### config.mk
export PLATFORM = sky130hd
export DESIGN_NAME = mem_arbiter
export DESIGN_NICKNAME = d
export VERILOG_FILES = /design/src/rtl/mem_arbiter.sv
export SDC_FILE = /design/constraint.sdc
export NUM_CORES = 1
export LEC_CHECK = 0
export BUFFER_PORTS_ARGS = -buffer_cell sky130_fd_sc_hd__buf_4
export CORE_MARGIN = 3
export CORE_UTILIZATION = 56
export DETAILED_ROUTE_END_ITERATION = 10
export HOLD_SLACK_MARGIN = 0.12
export PLACE_DENSITY_LB_ADDON = 0.25
export SETUP_SLACK_MARGIN = 0.15
export SLEW_MARGIN = 20
export SYNTH_ARGS = -nofsm -noshare
export SYNTH_HDL_FRONTEND = slang
export SYNTH_SLANG_ARGS = --single-unit
### constraint.sdc
create_clock -name clk_in -period 4.5 [get_ports clk_in]
set_input_delay 0.9 -clock clk_in [delete_from_list [all_inputs] [get_ports clk_in]]
set_output_delay 0.9 -clock clk_in [all_outputs]
set_load 0.01 [all_outputs]
### src/rtl/mem_arbiter.sv
// mem_arbiter: sequences the byte-wide RAM port for I-cache refills and LSU accesses.
// Define MEM_ARB_RR_EN for round-robin arbitration; otherwise the LSU has fixed priority.
module mem_arbiter #(
    parameter int BLOCK_BYTES = 16
) (
    input  logic                     clk_in,
    input  logic                     rst_in,
    input  logic                     rdy_in,
    input  logic [7:0]               mem_din,
    output logic [7:0]               mem_dout,
    output logic [31:0]              mem_a,
    output logic                     mem_wr,
    input  logic                     if_req,
    input  logic [31:0]              if_addr,
    input  logic                     if_flush,
    output logic                     if_done,
    output logic [8*BLOCK_BYTES-1:0] if_block,
    input  logic                     ls_req,
    input  logic                     ls_wr,
    input  logic [1:0]               ls_len,
    input  logic [31:0]              ls_addr,
    input  logic [31:0]              ls_wdata,
    output logic                     ls_done,
    output logic [31:0]              ls_rdata
);

    localparam int OFF = $clog2(BLOCK_BYTES);
    localparam int CW  = OFF + 1;
    localparam int BW  = 8 * BLOCK_BYTES;

    localparam logic [2:0] S_IDLE     = 3'd0;
    localparam logic [2:0] S_IF_READ  = 3'd1;
    localparam logic [2:0] S_LS_READ  = 3'd2;
    localparam logic [2:0] S_LS_WRITE = 3'd3;
    localparam logic [2:0] S_DONE     = 3'd4;

    localparam logic [CW-1:0] ONE = {{(CW-1){1'b0}}, 1'b1};

    logic [2:0]    state_q, state_d;
    logic [CW-1:0] cnt_q, cnt_d;
    logic [CW-1:0] len_q, len_d;
    logic [CW-1:0] idx;
    logic [CW-1:0] ls_n;
    logic          vld_q, vld_d;
    logic          is_if_q, is_if_d;
    logic [31:0]   base_q, base_d;
    logic [31:0]   wdata_q, wdata_d;
    logic [BW-1:0] buf_q, buf_d, cap;
    logic [BW-1:0] blk_q, blk_d;
    logic [31:0]   rdata_q, rdata_d;
    logic          if_ok, gnt_if, gnt_ls;

    assign if_ok = if_req && !if_flush;

`ifdef MEM_ARB_RR_EN
    logic last_ls_q;

    // Tie goes to whoever did not win the previous grant.
    assign gnt_ls = ls_req && !(if_ok && last_ls_q);

    always_ff @(posedge clk_in) begin
        if (rst_in) begin
            last_ls_q <= 1'b0;
        end else if (rdy_in && state_q == S_IDLE && (gnt_ls || gnt_if)) begin
            last_ls_q <= gnt_ls;
        end
    end
`else
    assign gnt_ls = ls_req;
`endif

    assign gnt_if = if_ok && !gnt_ls;

    always_comb begin
        ls_n = CW'(4);
        unique case (ls_len)
            2'd0:    ls_n = CW'(1);
            2'd1:    ls_n = CW'(2);
            default: ls_n = CW'(4);
        endcase
    end

    // cnt_q counts captured bytes; vld_q marks a read whose data lands this cycle.
    assign idx = cnt_q + {{(CW-1){1'b0}}, vld_q};

    always_comb begin
        state_d  = state_q;
        cnt_d    = cnt_q;
        len_d    = len_q;
        vld_d    = vld_q;
        is_if_d  = is_if_q;
        base_d   = base_q;
        wdata_d  = wdata_q;
        buf_d    = buf_q;
        blk_d    = blk_q;
        rdata_d  = rdata_q;
        mem_a    = 32'd0;
        mem_wr   = 1'b0;
        mem_dout = 8'd0;
        if_done  = 1'b0;
        ls_done  = 1'b0;
        cap      = buf_q;
        cap[{cnt_q[OFF-1:0], 3'b000} +: 8] = mem_din;

        if (rdy_in && !rst_in) begin
            unique case (state_q)
                S_IDLE: begin
                    cnt_d = '0;
                    vld_d = 1'b0;
                    buf_d = '0;
                    if (gnt_ls) begin
                        base_d  = ls_addr;
                        len_d   = ls_n;
                        wdata_d = ls_wdata;
                        is_if_d = 1'b0;
                        state_d = ls_wr ? S_LS_WRITE : S_LS_READ;
                    end else if (gnt_if) begin
                        base_d  = if_addr & ~(32'(BLOCK_BYTES) - 32'd1);
                        len_d   = CW'(BLOCK_BYTES);
                        is_if_d = 1'b1;
                        state_d = S_IF_READ;
                    end
                end
                S_IF_READ, S_LS_READ: begin
                    if (state_q == S_IF_READ && if_flush) begin
                        vld_d   = 1'b0;
                        state_d = S_IDLE;
                    end else begin
                        vld_d = idx < len_q;
                        if (idx < len_q) begin
                            mem_a = base_q + 32'(idx);
                        end
                        if (vld_q) begin
                            buf_d = cap;
                            cnt_d = cnt_q + ONE;
                            if (cnt_q == len_q - ONE) begin
                                state_d = S_DONE;
                                if (is_if_q) begin
                                    blk_d = cap;
                                end else begin
                                    rdata_d = cap[31:0];
                                end
                            end
                        end
                    end
                end
                S_LS_WRITE: begin
                    mem_wr   = 1'b1;
                    mem_a    = base_q + 32'(cnt_q);
                    mem_dout = wdata_q[{cnt_q[1:0], 3'b000} +: 8];
                    cnt_d    = cnt_q + ONE;
                    if (cnt_q == len_q - ONE) begin
                        state_d = S_DONE;
                    end
                end
                S_DONE: begin
                    if_done = is_if_q;
                    ls_done = !is_if_q;
                    state_d = S_IDLE;
                end
                default: begin
                    state_d = S_IDLE;
                end
            endcase
        end else begin
            // A read issued before a stall is dropped and re-addressed.
            vld_d = 1'b0;
        end
    end

    always_ff @(posedge clk_in) begin
        if (rst_in) begin
            state_q <= S_IDLE;
            cnt_q   <= '0;
            len_q   <= '0;
            vld_q   <= 1'b0;
            is_if_q <= 1'b0;
            base_q  <= 32'd0;
            wdata_q <= 32'd0;
            buf_q   <= '0;
            blk_q   <= '0;
            rdata_q <= 32'd0;
        end else begin
            state_q <= state_d;
            cnt_q   <= cnt_d;
            len_q   <= len_d;
            vld_q   <= vld_d;
            is_if_q <= is_if_d;
            base_q  <= base_d;
            wdata_q <= wdata_d;
            buf_q   <= buf_d;
            blk_q   <= blk_d;
            rdata_q <= rdata_d;
        end
    end

    assign if_block = blk_q;
    assign ls_rdata = rdata_q;

endmodule
==> results of run 1 <==
## area by class of cell
| type | instances | area share |
|---|---|---|
| Multi-Input combinational cell | 1350 | 0.4220 |
| Inverter | 11 | 0.002020 |
| Clock inverter | 15 | 0.01120 |
| Sequential cell | 365 | 0.3575 |
| Timing Repair Buffer | 343 | 0.1291 |
| Clock buffer | 55 | 0.05466 |
| Tap cell | 384 | 0.02350 |
## sequential cells by signal, summed over array words and instances, names as in the netlist
signal    flops
cnt_q         5
base_q       32
ls_rdata     32
if_block    128
buf_q       128
state_q       3
len_q         4
vld_q         1
wdata_q      32
## cells in the final DEF (no fill, tap or decap), types with 4 or more instances in the layout
cell         n
dfxtp_1    364
nor2_1     354
buf_4      336
a211oi_1   178
nand2_1    135
mux2i_1    133
a22oi_1     94
a21oi_1     91
o21ai_0     66
clkbuf_16   40
and3_1      24
a22o_1      24
nand3_1     23
and2_1      22
ha_1        21
o2bb2ai_1   19
a21o_1      17
mux2_2      16
inv_1       11
nor3_1      10
xnor2_1      9
clkbuf_1     9
nor2b_1      8
mux4_2       8
nand4_1      8
xor2_1       6
clkbuf_8     6
nand2b_1     5
or2_2        5
bufinv_16    5
and4_1       4
o21ai_1      4
nor3b_1      4
clkinv_2     4
buf_12       4
## logic make-up (layout without fill, tap and decap cells)
| logic type | Yosys count | in the layout |
|---|---|---|
| adders and majority gates | 24 | 24 |
| AOI/OAI and AO/OA | 534 | 534 |
| xor gates and xnor gates | 18 | 18 |
| and+or+nand+nor | 617 | 617 |
| buffers and inverters | 167 | 424 |
| DFF | 365 | 365 |
| muxes | 157 | 157 |
## power by group
part	switching, uW	internal, uW
Clock	1300	2030
Combinational	340	192
Sequential	49.6	3270
Total	1690	5490
## worst max path at each step
stage | startpoint | to | slack, ns | cells after the start
final | vld_q | mem_a[22] | 0.27 | 11
after global routing | cnt_q[1] | mem_a[30] | 0.12 | 11
after CTS | vld_q | mem_a[20] | 0.16 | 12
after detailed placement | vld_q | mem_a[25] | 0.43 | 12
after global placement | vld_q | mem_a[25] | 0.44 | 12
after floorplan | cnt_q[3] | mem_a[19] | 0.68 | 11
## metal layers
metal | up-vias | global-route usage | share of wire
met3 | 82 | 0.03659 | 0.069
met2 | 594 | 0.4630 | 0.47
met5 | - | 0 | 0
met1 | 7240 | 0.3932 | 0.43
li1 | 7231 | - | -
met4 | 0 | 0.08279 | 0.025
## stage by stage
step	util	total power, uW	std cells
2_1_floorplan	-	3704	1882
3_3_place_gp	0.6550	3883	2450
3_5_place_dp	0.6550	3898	2450
4_1_cts	0.7031	7196	2522
5_1_grt	0.7084	7390	2523
6_report	0.7084	7181	2523
## worst reg2reg max path, stage by stage (launching register included)
cell and delay, ns:
dfxtp_1 0.58, nor2_1 0.18, or2_0 0.47, or4_1 0.64, buf_4 0.29, nor3_4 0.18
buf_4 0.53, nor2_1 0.18, a211oi_1 0.23
## timing repair
item	4_1_cts	5_1_grt
setup endpoints to repair	27	27
gates resized for setup	9	23
buffers inserted	2	0
pin swaps	1	3
==> impl_metrics.ini, run 1 <==
[synthesis]
synth_cells = 1882
synthFlopType = dfxtp_1
synth_seq_area_share = 0.4434
ys_types = 60
ys_ff_latch = 365
synth_commonest_cells = 365 x dfxtp_1, 354 x nor2_1, 179 x a211oi_1
synthAdderAreaFrac = 0.01913
synthDominantCellAreaShare = 0.4434
post-synth-top-count-cell = dfxtp_1
synth_area_um2 = 16480
synth-xor-area-share = 0.009566
synth_compound_area_frac = 0.2226
synth_edf_count = 0
synthMuxAreaShare = 0.1026
avgSynthCellArea_um2 = 8.756
synth_warnings = 0
yosys.area.top_type = dfxtp_1
synthSimpleGateAreaFrac = 0.1603
synth_top_family_by_area = compound AO/OA/AOI/OAI gates
synth_area_leaders = dfxtp_1 44%, a211oi_1 8.2%, mux2i_1 8.1%
async_reset_ff_frac = 0
synth_fp_nets = 2019

[clock_tree]
ctsHoldBuffers = 0
cts-root-buf = clkbuf_16
cts_made_buffers = 39
tritoncts = done
htreeDepth = 2
cts_buffer_depth = 3
clk_latency_ns = 0.53
cts_sinks = 365
clkTransAtPathRegs_ns = 0.06

[cells_and_area]
multi_input_area_um2 = 8626
final_nets = 2247
drive_gt1_frac = 0.2169
seq_area_um2 = 7308
design_area_um2 = 20440
area_growth_pct = 24.05
antenna_cells = 0
n_fill_cell = 2240

[placed_design]
hpwl_mm = 31.06
gp_congestion = 0.8692
dpl_cell_area_um2 = 18900
dpl_worst_slack_ns = 0.4257
io_buffers = 311

[worst_setup_path]
cp_slowest_stage_delay_ns = 0.39
path_common_cell = ha_1
critPathKind = flip-flop to output pin
r2r_slack_ns = 1.14
critical_path.top_delay_family = compound AO/OA/AOI/OAI gates
endpoint_kind = output pin
slowest_stage = dfxtp_2
rr_startpoint = state_q[1]
r2r_end = ls_rdata[10]
path_cells = ha_1, ha_1, xor2_2, ha_1, and2_1, a221oi_4, a21oi_4, o22ai_2, nand2_1, o31ai_2, buf_4
critPathArrivalTime_ns = 3.33
crit_fanout = 7
path_buf_inv = 1
rr_worst_depth = 8
crit_path_start_kind = flip-flop
critical_path_required_ns = 3.60

[sta]
hold_violations = 0
fin_hold_ws_ns = 0.4534
relSlewSlack = 0.2716
period_minus_slack_ns = 4.233
finalMaxSlewViolations = 0
maxClockFrequency_mhz = 236.2
setup_tns_ns = 0
tightest_slew_ns = 1.090
rsz0062_at_grt = yes
skew_ns = 0.02294
fin_ws_ns = 0.2671
final-setup-viol-count = 0
min_period_over_period = 0.9407

[die]
core_um2 = 28860
floorplan.initialDensity = 0.5711
die-area_um2 = 31520
dieWidth_um = 177.5
die_h_um = 177.5
fp-row-count = 62
ioPinCount = 316

[drt]
ant_nets = 0
drc = 0
wl_per_cell_um = 18.73
drt_iter0_drc = 1389
vias_per_cell = 6.004
drt_wl_total_mm = 47.26
first_pass_iters = 6
vias = 15150

[grt]
grt_max_degree = 98
grt_overflow = 0
antenna_found_initial = 0
grt_first_pass_wirelength_mm = 73.53
grt_pass1_vias = 14140
grtUsageTotal = 0.2832

[min_path]
min_path_cells = 2
hold_path_class = flip-flop to flip-flop
holdCritStartpoint = wdata_q[16]
hold_end = wdata_q[16]

[power_and_ir_drop]
pwr_density_cell_nw_per_um2 = 351.3
vdd_drop_max_mv = 0.2691
p_leak_uw = 0.008106

[status]
status = finished, final reports clean

[flow_run]
cap_violations = 0
(Power assumes the default switching activity.)
==> run 2, diff against run 1 <==
--- a/config.mk
+++ b/config.mk
@@ -7,7 +7,7 @@
 export LEC_CHECK = 0
 export BUFFER_PORTS_ARGS = -buffer_cell sky130_fd_sc_hd__buf_4
 export CORE_MARGIN = 3
-export CORE_UTILIZATION = 56
+export CORE_UTILIZATION = 40
 export DETAILED_ROUTE_END_ITERATION = 10
 export HOLD_SLACK_MARGIN = 0.12
 export PLACE_DENSITY_LB_ADDON = 0.25
==> constraint.sdc (replaced) <==
create_clock -name clk_in -period 4.5 [get_ports clk_in]
set_input_delay 0.9 -clock clk_in [delete_from_list [all_inputs] [get_ports clk_in]]
set_output_delay 0.9 -clock clk_in [all_outputs]
set_load 0.02 [all_outputs]
==> run 2 against run 1 <==
Net effect:
- clock skew up 0.0023 ns
- largest power group unchanged
- sequential cell count unchanged
- wire length up 6.5%
- critical endpoint is now mem_a[31]
==> impl_metrics.ini, run 2 (synthesis results as in run 1) <==
[status]
status = finished, final reports clean

[cells_and_area]
final_common_cell = dfxtp_1
drive_gt1_frac = 0.2239
seq_area_um2 = 7311
mostFrequentLayoutCells = 364 x dfxtp_1, 353 x nor2_1, 343 x buf_4
final_nets = 2262
design_area_um2 = 20870
antenna_cells = 0
multi_input_area_um2 = 8636
area_growth_pct = 26.65
n_fill_cell = 3749
layoutNonFillerInstCount = 2678

[placed_design]
io_buffers = 311
dpl_cell_area_um2 = 19160
dpl_worst_slack_ns = 0.3622
hpwl_mm = 33.64
gp_congestion = 0.8342
dp.cells = 2600

[drt]
ant_nets = 0
vias_per_cell = 5.589
drt_iter0_drc = 1099
drc = 0
vias = 14970
first_pass_iters = 6
wl_per_cell_um = 18.80
drt_wl_total_mm = 50.34

[sta]
maxClockFrequency_mhz = 234.6
setup_tns_ns = 0
fin_ws_ns = 0.2366
period_minus_slack_ns = 4.263
skew_ns = 0.02528
final-setup-viol-count = 0
finalMaxSlewViolations = 0
fin_hold_ws_ns = 0.4500
min_period_over_period = 0.9474
rsz0062_at_grt = yes
hold_violations = 0
tightest_slew_ns = 0.9831
relSlewSlack = 0.3446

[clock_tree]
cts-root-buf = clkbuf_16
cts_made_buffers = 42
htreeDepth = 2
clk_latency_ns = 0.56
cts_buffer_depth = 3
cts_sinks = 365
tritoncts = done
clkTransAtPathRegs_ns = 0.06

[die]
fp-row-count = 73
floorplan.initialDensity = 0.4101
die_h_um = 209.0
dieWidth_um = 209.0
ioPinCount = 316
core_um2 = 40190
die-area_um2 = 43670

[power_and_ir_drop]
p_leak_uw = 0.008222
pwr_density_cell_nw_per_um2 = 353.7
vdd_drop_max_mv = 0.3089

[min_path]
hold_path_class = flip-flop to flip-flop
holdCritStartpoint = wdata_q[14]
min_path_cells = 2
hold_end = wdata_q[14]

[worst_setup_path]
endpoint_kind = output pin
rr_worst_depth = 8
crit_fanout = 8
critical_path_required_ns = 3.60
critPathArrivalTime_ns = 3.36
r2r_slack_ns = 1.08
r2r_end = ls_rdata[11]
crit_path_start_kind = flip-flop
rr_startpoint = state_q[1]
critPathKind = flip-flop to output pin

[grt]
grt_pass1_vias = 14180
grt_overflow = 0
antenna_found_initial = 0
grtUsageTotal = 0.2182
grt_max_degree = 93
grt_first_pass_wirelength_mm = 78.05

[flow_run]
cap_violations = 0
## run 2: worst max-delay path, stage by stage, from the launching register on
cell and delay [ns]:
dfxtp_4 0.38, ha_2 0.22, ha_4 0.15, nand3_1 0.13, xnor2_2 0.26, ha_4 0.26
nor2b_1 0.15, a311oi_2 0.28, buf_4 0.19, buf_12 0.11, buf_12 0.11, o21ai_0 0.08
a21oi_1 0.16, a22o_1 0.17, buf_4 0.14
## run 2: final cells by class
type / instances / area share
clock buffers: 57 / 0.05695
inverters: 11 / 0.001978
clock inverters: 15 / 0.01127
multi-input cells: 1350 / 0.4138
repair buffers: 355 / 0.1343
well taps: 525 / 0.03147
flip-flops and latches: 365 / 0.3503
## run 2: worst max path at each step
stage | endpoint | slack, ns | startpoint
finish | mem_a[31] | 0.24 | vld_q
detailed placement | mem_a[27] | 0.36 | vld_q
global placement | mem_a[27] | 0.46 | vld_q
floorplan | mem_a[11] | 0.47 | cnt_q[3]
CTS | mem_a[27] | 0.15 | vld_q
global route | mem_a[11] | 0.1 | vld_q
## run 2: metal layers
metal,global-route usage,wire [um],part of all wire
met5,0,0,0
met3,0.04249,3479,0.069
met1,0.3056,22840,0.45
met4,0.05982,1001,0.020
met2,0.3451,23020,0.46
## run 2: per-stage QoR
step,utilization,total power [uW]
after detailed placement,0.4767,3917
after CTS,0.5139,7452
final,0.5193,7382
after global routing,0.5193,7649
after global placement,0.4767,3905
after floorplan,-,3705
## run 2: what timing repair did
item | 4_1_cts | 5_1_grt
pin swaps | 0 | 4
endpoints found under the setup margin | 27 | 27
cloned | 0 | 2
gates resized for setup | 10 | 26
setup buffers | 2 | 1
hold buffers | 0 | 0
## run 2: power breakdown
group	internal, uW	total (uW)	switching [uW]
combinational	197	546	349
clock	2140	3520	1370
sequential	3270	3320	48.9
